[src/rtl/magma_core.sv]
// magma_core: iterative GOST R 34.12-2015 "Magma" ECB engine; a 128-bit word is two 64-bit blocks, H then L.
// Optional: define MAGMA_DECRYPT_EN to build the decrypt key order (otherwise the core always encrypts).

module magma_round (
   input  logic [31:0] rk,
   input  logic        last,
   input  logic [63:0] blk_i,
   output logic [63:0] blk_o
);
   // pi_n packed with the entry for input 0 in the low nibble
   localparam logic [7:0][63:0] PI = {
      64'h2BC96AF43850DE71, 64'h73AD0B4FC19652E8, 64'h0E34187BAC296FD5, 64'hC24BE390D618A5F7,
      64'hB9E35A076F4D128C, 64'h069C471EDAF2853B, 64'hF0DB74E1C5A93286, 64'h1F307D8E9B5A264C};

   logic [31:0] sum, sub, g;

   always_comb begin
      sum = blk_i[31:0] + rk;
      sub = '0;
      for (int n = 0; n < 8; n++)
         sub[4*n +: 4] = PI[n][{sum[4*n +: 4], 2'b00} +: 4];
      g = {sub[20:0], sub[31:21]} ^ blk_i[63:32];
      blk_o = last ? {g, blk_i[31:0]} : {blk_i[31:0], g};
   end
endmodule

module magma_core #(
   parameter int UNROLL = 1
) (
   input  logic         clk,
   input  logic         reset,
   input  logic         start,
   input  logic [127:0] data_in,
   input  logic [255:0] key,
   input  logic         encr_decr,
   output logic [127:0] data_out,
   output logic         done
);
   typedef enum logic [1:0] {IDLE, RUN_H, RUN_L, DONE} state_t;

   state_t               state, state_d;
   logic [63:0]          blk, blk_l, hold_h;
   logic [255:0]         key_q;
   logic [4:0]           rnd;
   logic                 cap, blk_end;
   logic [UNROLL:0][63:0] chain;
`ifdef MAGMA_DECRYPT_EN
   logic                 mode_q;
`else
   logic                 unused_mode;
   assign unused_mode = encr_decr;
`endif

   assign blk_end  = (rnd == 5'(32 - UNROLL));
   assign chain[0] = blk;

   for (genvar j = 0; j < UNROLL; j++) begin : g_rnd
      logic [4:0]  r;
      logic [2:0]  kidx;
      logic        rev;
      logic [31:0] rk;
      assign r = rnd + 5'(j);
`ifdef MAGMA_DECRYPT_EN
      // decrypt walks K1..K8 forward only in the first eight rounds
      assign rev = mode_q ? (r[4:3] == 2'b11) : (r[4:3] != 2'b00);
`else
      assign rev = (r[4:3] == 2'b11);
`endif
      assign kidx = rev ? ~r[2:0] : r[2:0];
      assign rk   = key_q[{~kidx, 5'd0} +: 32];
      magma_round u_round (
         .rk    (rk),
         .last  (r == 5'd31),
         .blk_i (chain[j]),
         .blk_o (chain[j+1])
      );
   end

   always_ff @(posedge clk) begin
      if (reset) state <= IDLE;
      else       state <= state_d;
   end

   always_comb begin
      state_d = state;
      cap     = 1'b0;
      case (state)
         IDLE, DONE: if (start) begin
            state_d = RUN_H;
            cap     = 1'b1;
         end
         RUN_H:   if (blk_end) state_d = RUN_L;
         RUN_L:   if (blk_end) state_d = DONE;
         default: state_d = IDLE;
      endcase
   end

   always_ff @(posedge clk) begin
      if (reset) begin
         blk      <= '0;
         blk_l    <= '0;
         hold_h   <= '0;
         key_q    <= '0;
         rnd      <= '0;
         data_out <= '0;
         done     <= 1'b0;
`ifdef MAGMA_DECRYPT_EN
         mode_q   <= 1'b0;
`endif
      end else if (cap) begin
         blk   <= data_in[127:64];
         blk_l <= data_in[63:0];
         key_q <= key;
         rnd   <= '0;
         done  <= 1'b0;
`ifdef MAGMA_DECRYPT_EN
         mode_q <= encr_decr;
`endif
      end else if (state == RUN_H || state == RUN_L) begin
         rnd <= rnd + 5'(UNROLL);
         blk <= chain[UNROLL];
         if (blk_end && state == RUN_H) begin
            hold_h <= chain[UNROLL];
            blk    <= blk_l;
         end
         if (blk_end && state == RUN_L) begin
            data_out <= {hold_h, chain[UNROLL]};
            done     <= 1'b1;
         end
      end
   end
endmodule

[config.mk]
export PLATFORM = sky130hd
export DESIGN_NAME = magma_core
export DESIGN_NICKNAME = d
export VERILOG_FILES = /design/src/rtl/magma_core.sv
export SDC_FILE = /design/constraint.sdc
export NUM_CORES = 2
export LEC_CHECK = 0
export CAP_MARGIN = 20
export CORE_MARGIN = 4
export CORE_UTILIZATION = 55
export CTS_BUF_LIST = sky130_fd_sc_hd__clkbuf_8
export DETAILED_ROUTE_END_ITERATION = 7
export DONT_BUFFER_PORTS = 1
export PLACE_DENSITY = 0.7
export SYNTH_ARGS = -nofsm -noshare
export SYNTH_HDL_FRONTEND = slang
export SYNTH_SLANG_ARGS = --single-unit
[constraint.sdc]
create_clock -name clk -period 5.8 [get_ports clk]
set_input_delay 0.58 -clock clk [delete_from_list [all_inputs] [get_ports clk]]
set_output_delay 0.58 -clock clk [all_outputs]
set_load 0.05 [all_outputs]
==> metrics.md <==
| Metric | Value |
|---|---|
| Yosys warning total | 0 |
| Cell taking the most area after synthesis | dfxtp_1 |
| Max clock buf depth | 3 |
| Routed length per instance | 22.2 microns |
| Tcrit/Tclk final | a little over nine tenths |
| Layout cells sized above 1 | 12.9% |
| Clock Skew | ~42 ps |
| Failing checks | max-slew violations |
| Post-Synthesis Net Count | 3,781 |
| Initial antenna violation count | 14 |
| P per Cell Area | 514 nW/um^2 |
| Synth area leaders | dfxtp_1 43%, nand2_1 14%, a21oi_1 11%, mux4_2 5.8%, ha_1 3.6% |
| H-tree depth | 3 |
| Placed Area | 28,200 sq um |
| Starting DRT DRC Count | between 2,000 and 2,500 |
| Busiest grt layer | met2 |
| Total routed wirelength | 92,700 microns |
| Fillcell total | between 4,000 and 5,000 |
| DR DRC count | 0 |
| VDD IR max | 0.371 mV |
| Final number of setup-violating endpoints | 0 |
| Crit-path max FO | 16 |
| Vias | about 25,000 |
| Critical Path End Type | flip-flop |
| Skew-Pair Late Insertion Delay | 700 ps |
| Clock sinks | 584 |
| Static Leakage | 0.0123 uW |
| Worst R2R Start | rnd[3] |
| Global Route met2 Usage | 54.1% |
| Synth top area share | 42.7% |
| CTS tree | done |
| Post-synth EDFFs | 0 |
| Fmax | 0.176 GHz |
| P&R area growth vs syn | 16.8% |
| WP data arrival | 6140 ps |
| Die Y | 231 microns |
| First-pass GRT wire length | 138,000 microns |
| Min cycle time layout | roughly 5700 ps |
| Vias in the first global route | roughly 24,000 |
| Synth cell types | 84 |
| DRT Pass-1 Iters | 6 |
| Via-to-Cell Ratio | between 5 and 6 |
| Syn Inst Count | 3,313 |
| Unrepaired setup endpoints after global routing | yes |
| Hold-critical path depth | 2 |
| Status | finished with violations |
| Initial Utilization | 55.8% |
| M1 GR Usage | 41.5% |
| Critical R2R Capture | blk[4] |
| Final Max Slew Viols | 413 |
| Share of the yosys chip area belonging to registers | about 43% |
| Placer congestion estimate | between 0.9 and 1 |
| Final Hold Vio Count | 0 |
| Hold Path Class | input port to flip-flop |
| Slew headroom | -92.7% |
| Max-cap violations | 0 |
| DRT antenna net count | 0 |
| Crit start category | flip-flop |
| R2R depth | 22 |
| FF-to-FF setup slack | 120 ps |
| Worst Max-Slew Pin Slew | 2890 ps |
| # rows | ~80 |
| PortBufs | 0 |
| Crit Path Class | flip-flop to flip-flop |
| Syn Area/Cell | 8.26 sq um |
| Grt total ovfl | 0 |
| Clk slew on worst S/H paths | roughly 60 ps |
| Total power | 16,400 uW |
| Met3 usage | approximately 7.2% |
| Design area | 32,000 sq um |
| GRT Total Usage | about a third |
| Synth Register Bits | 584 |
| Post-synthesis instance area | 27,400 sq um |
| Ports | 517 |
| Core box area | between 40,000 and 50,000 sq um |
| Nets | 3,899 |
| Hold Startpoint | data_in[22] |
| Hold path endpoint | blk_l[22] |
| CTS buffer count | 95 |
| Util after Layout | between 60% and 70% |
| Die area | 53,400 sq um |
| CTS root buf | clkbuf_8 |
| Die W | 231 microns |
| Async set or reset register ratio after synthesis | 0% |
| Largest net degree at the start of global routing | about 530 |
| Top_reg_cell synth | dfxtp_1 |
| Hpwl dp | 65,500 microns |
| Req. time, crit path | 6270 ps |
[layer usage]
layer / share of wire (%) / vias to the layer above
met5: 0.033 / -
met4: 5.5 / 4
met3: 8.0 / 215
met2: 47 / 1053
met1: 39 / 11800
li1: - / 11600
[state kept, by name, summed over array words and instances, names as in the netlist]
register / cells
rnd: 5
data_out: 128
hold_h: 64
blk: 64
blk_l: 64
state: 2
key_q: 256
done: 1
[Yosys cell counts, drive strengths merged, types with 6 or more instances]
| cell | instances |
|---|---|
| mux2i | 72 |
| a211o | 6 |
| a31oi | 15 |
| nand3 | 16 |
| o211ai | 11 |
| nand3b | 7 |
| a221oi | 7 |
| nor3 | 18 |
| and2 | 7 |
| a211oi | 50 |
| a21oi | 580 |
| xor2 | 24 |
| and3 | 11 |
| nand4 | 8 |
| or3 | 8 |
| nor2 | 164 |
| clkbuf | 222 |
| a222oi | 24 |
| buf | 31 |
| mux4 | 70 |
| inv | 42 |
| o21ai | 56 |
| nand2b | 8 |
| mux2 | 73 |
| xnor2 | 44 |
| o221ai | 8 |
| nand2 | 995 |
| a21o | 21 |
| ha | 79 |
| dfxtp | 584 |
[cell usage in the layout (no fill, tap or decap), types with 32 or more instances in the layout]
cell / n
dfxtp_1: 584
buf_4: 98
nand2_1: 993
a21oi_1: 574
a211oi_1: 47
dlygate4sd3_1: 159
clkbuf_8: 112
mux4_2: 70
xnor2_1: 32
o21ai_0: 45
mux2_2: 70
mux2i_1: 69
inv_1: 81
ha_1: 77
nor2_1: 164
[through the flow]
stage | worst slack [ps] | hold WS [ps] | setup TNS, ps | std cells
after floorplan | 54.6 | 431 | 0 | 3313
after global placement | 58.1 | 437 | 0 | 3828
after detailed placement | 19.7 | 443 | 0 | 3828
after CTS | 51.1 | 0.0522 | 0 | 4158
after global routing | -29.7 | 7.41 | -52.5 | 4176
final | 124 | 41.0 | 0 | 4180
[critical path, cell delays in order (launching register included)]
cell	delay, ps
dfxtp_1	310
and2_2	230
buf_4	190
xnor2_4	310
buf_4	190
clkbuf_16	190
mux4_2	340
mux2_2	320
ha_1	350
buf_4	170
and3_1	230
a31oi_4	120
o31ai_4	270
a31oi_1	130
xnor2_1	240
inv_1	90
ha_1	210
or4_1	520
mux2_4	290
o211ai_4	180
xor2_2	220
a2111oi_2	90
o21bai_1	280
[logic make-up after synthesis]
family	count (synthesis)	share of synthesized area (%)
simple gates	1260	18.3
compound gates	810	17.2
flops	584	42.7
buf+inv	295	4.12
mux	215	11.5
fa+ha+maj	81	3.72
xor+xnor	68	2.46
[worst max path at each step]
stage | startpoint | to | slack (ps) | cells past startpoint
3_3_place_gp | rnd[3] | blk[39] | 60 | 20
2_1_floorplan | rnd[3] | blk[4] | 50 | 22
4_1_cts | rnd[3] | data_out[35] | 50 | 22
5_1_grt | rnd[3] | blk[4] | -30 | 21
3_5_place_dp | rnd[3] | blk[4] | 20 | 20
6_report | rnd[3] | blk[4] | 120 | 22
[repair_timing]
item                       4_1_cts  5_1_grt
setup endpoints to repair        1       39
cloned                           0        2
gates resized for setup          0       24
hold endpoints to repair       215        0
pin swaps                        1        6
hold buffers                   160        0
setup buffers                    2        5
[power breakdown]
| part | switching, uW | internal (uW) |
|---|---|---|
| registers | 630 | 4620 |
| clock network | 1650 | 1890 |
| logic | 4500 | 3130 |
| total | 6780 | 9630 |
[cell type report]
type                    instances  area (sq um)  area share, %
clock buffers                 112          1540           4.82
repair buffers                274          2660           8.31
multi-input cells            2434         14700           46.0
clock inverters                56           333           1.04
well taps                     664           831           2.60
flip-flops and latches        584         11700           36.6
inverters                      42           158          0.493
diodes                         14          35.0          0.110
(Power assumes the default switching activity.)
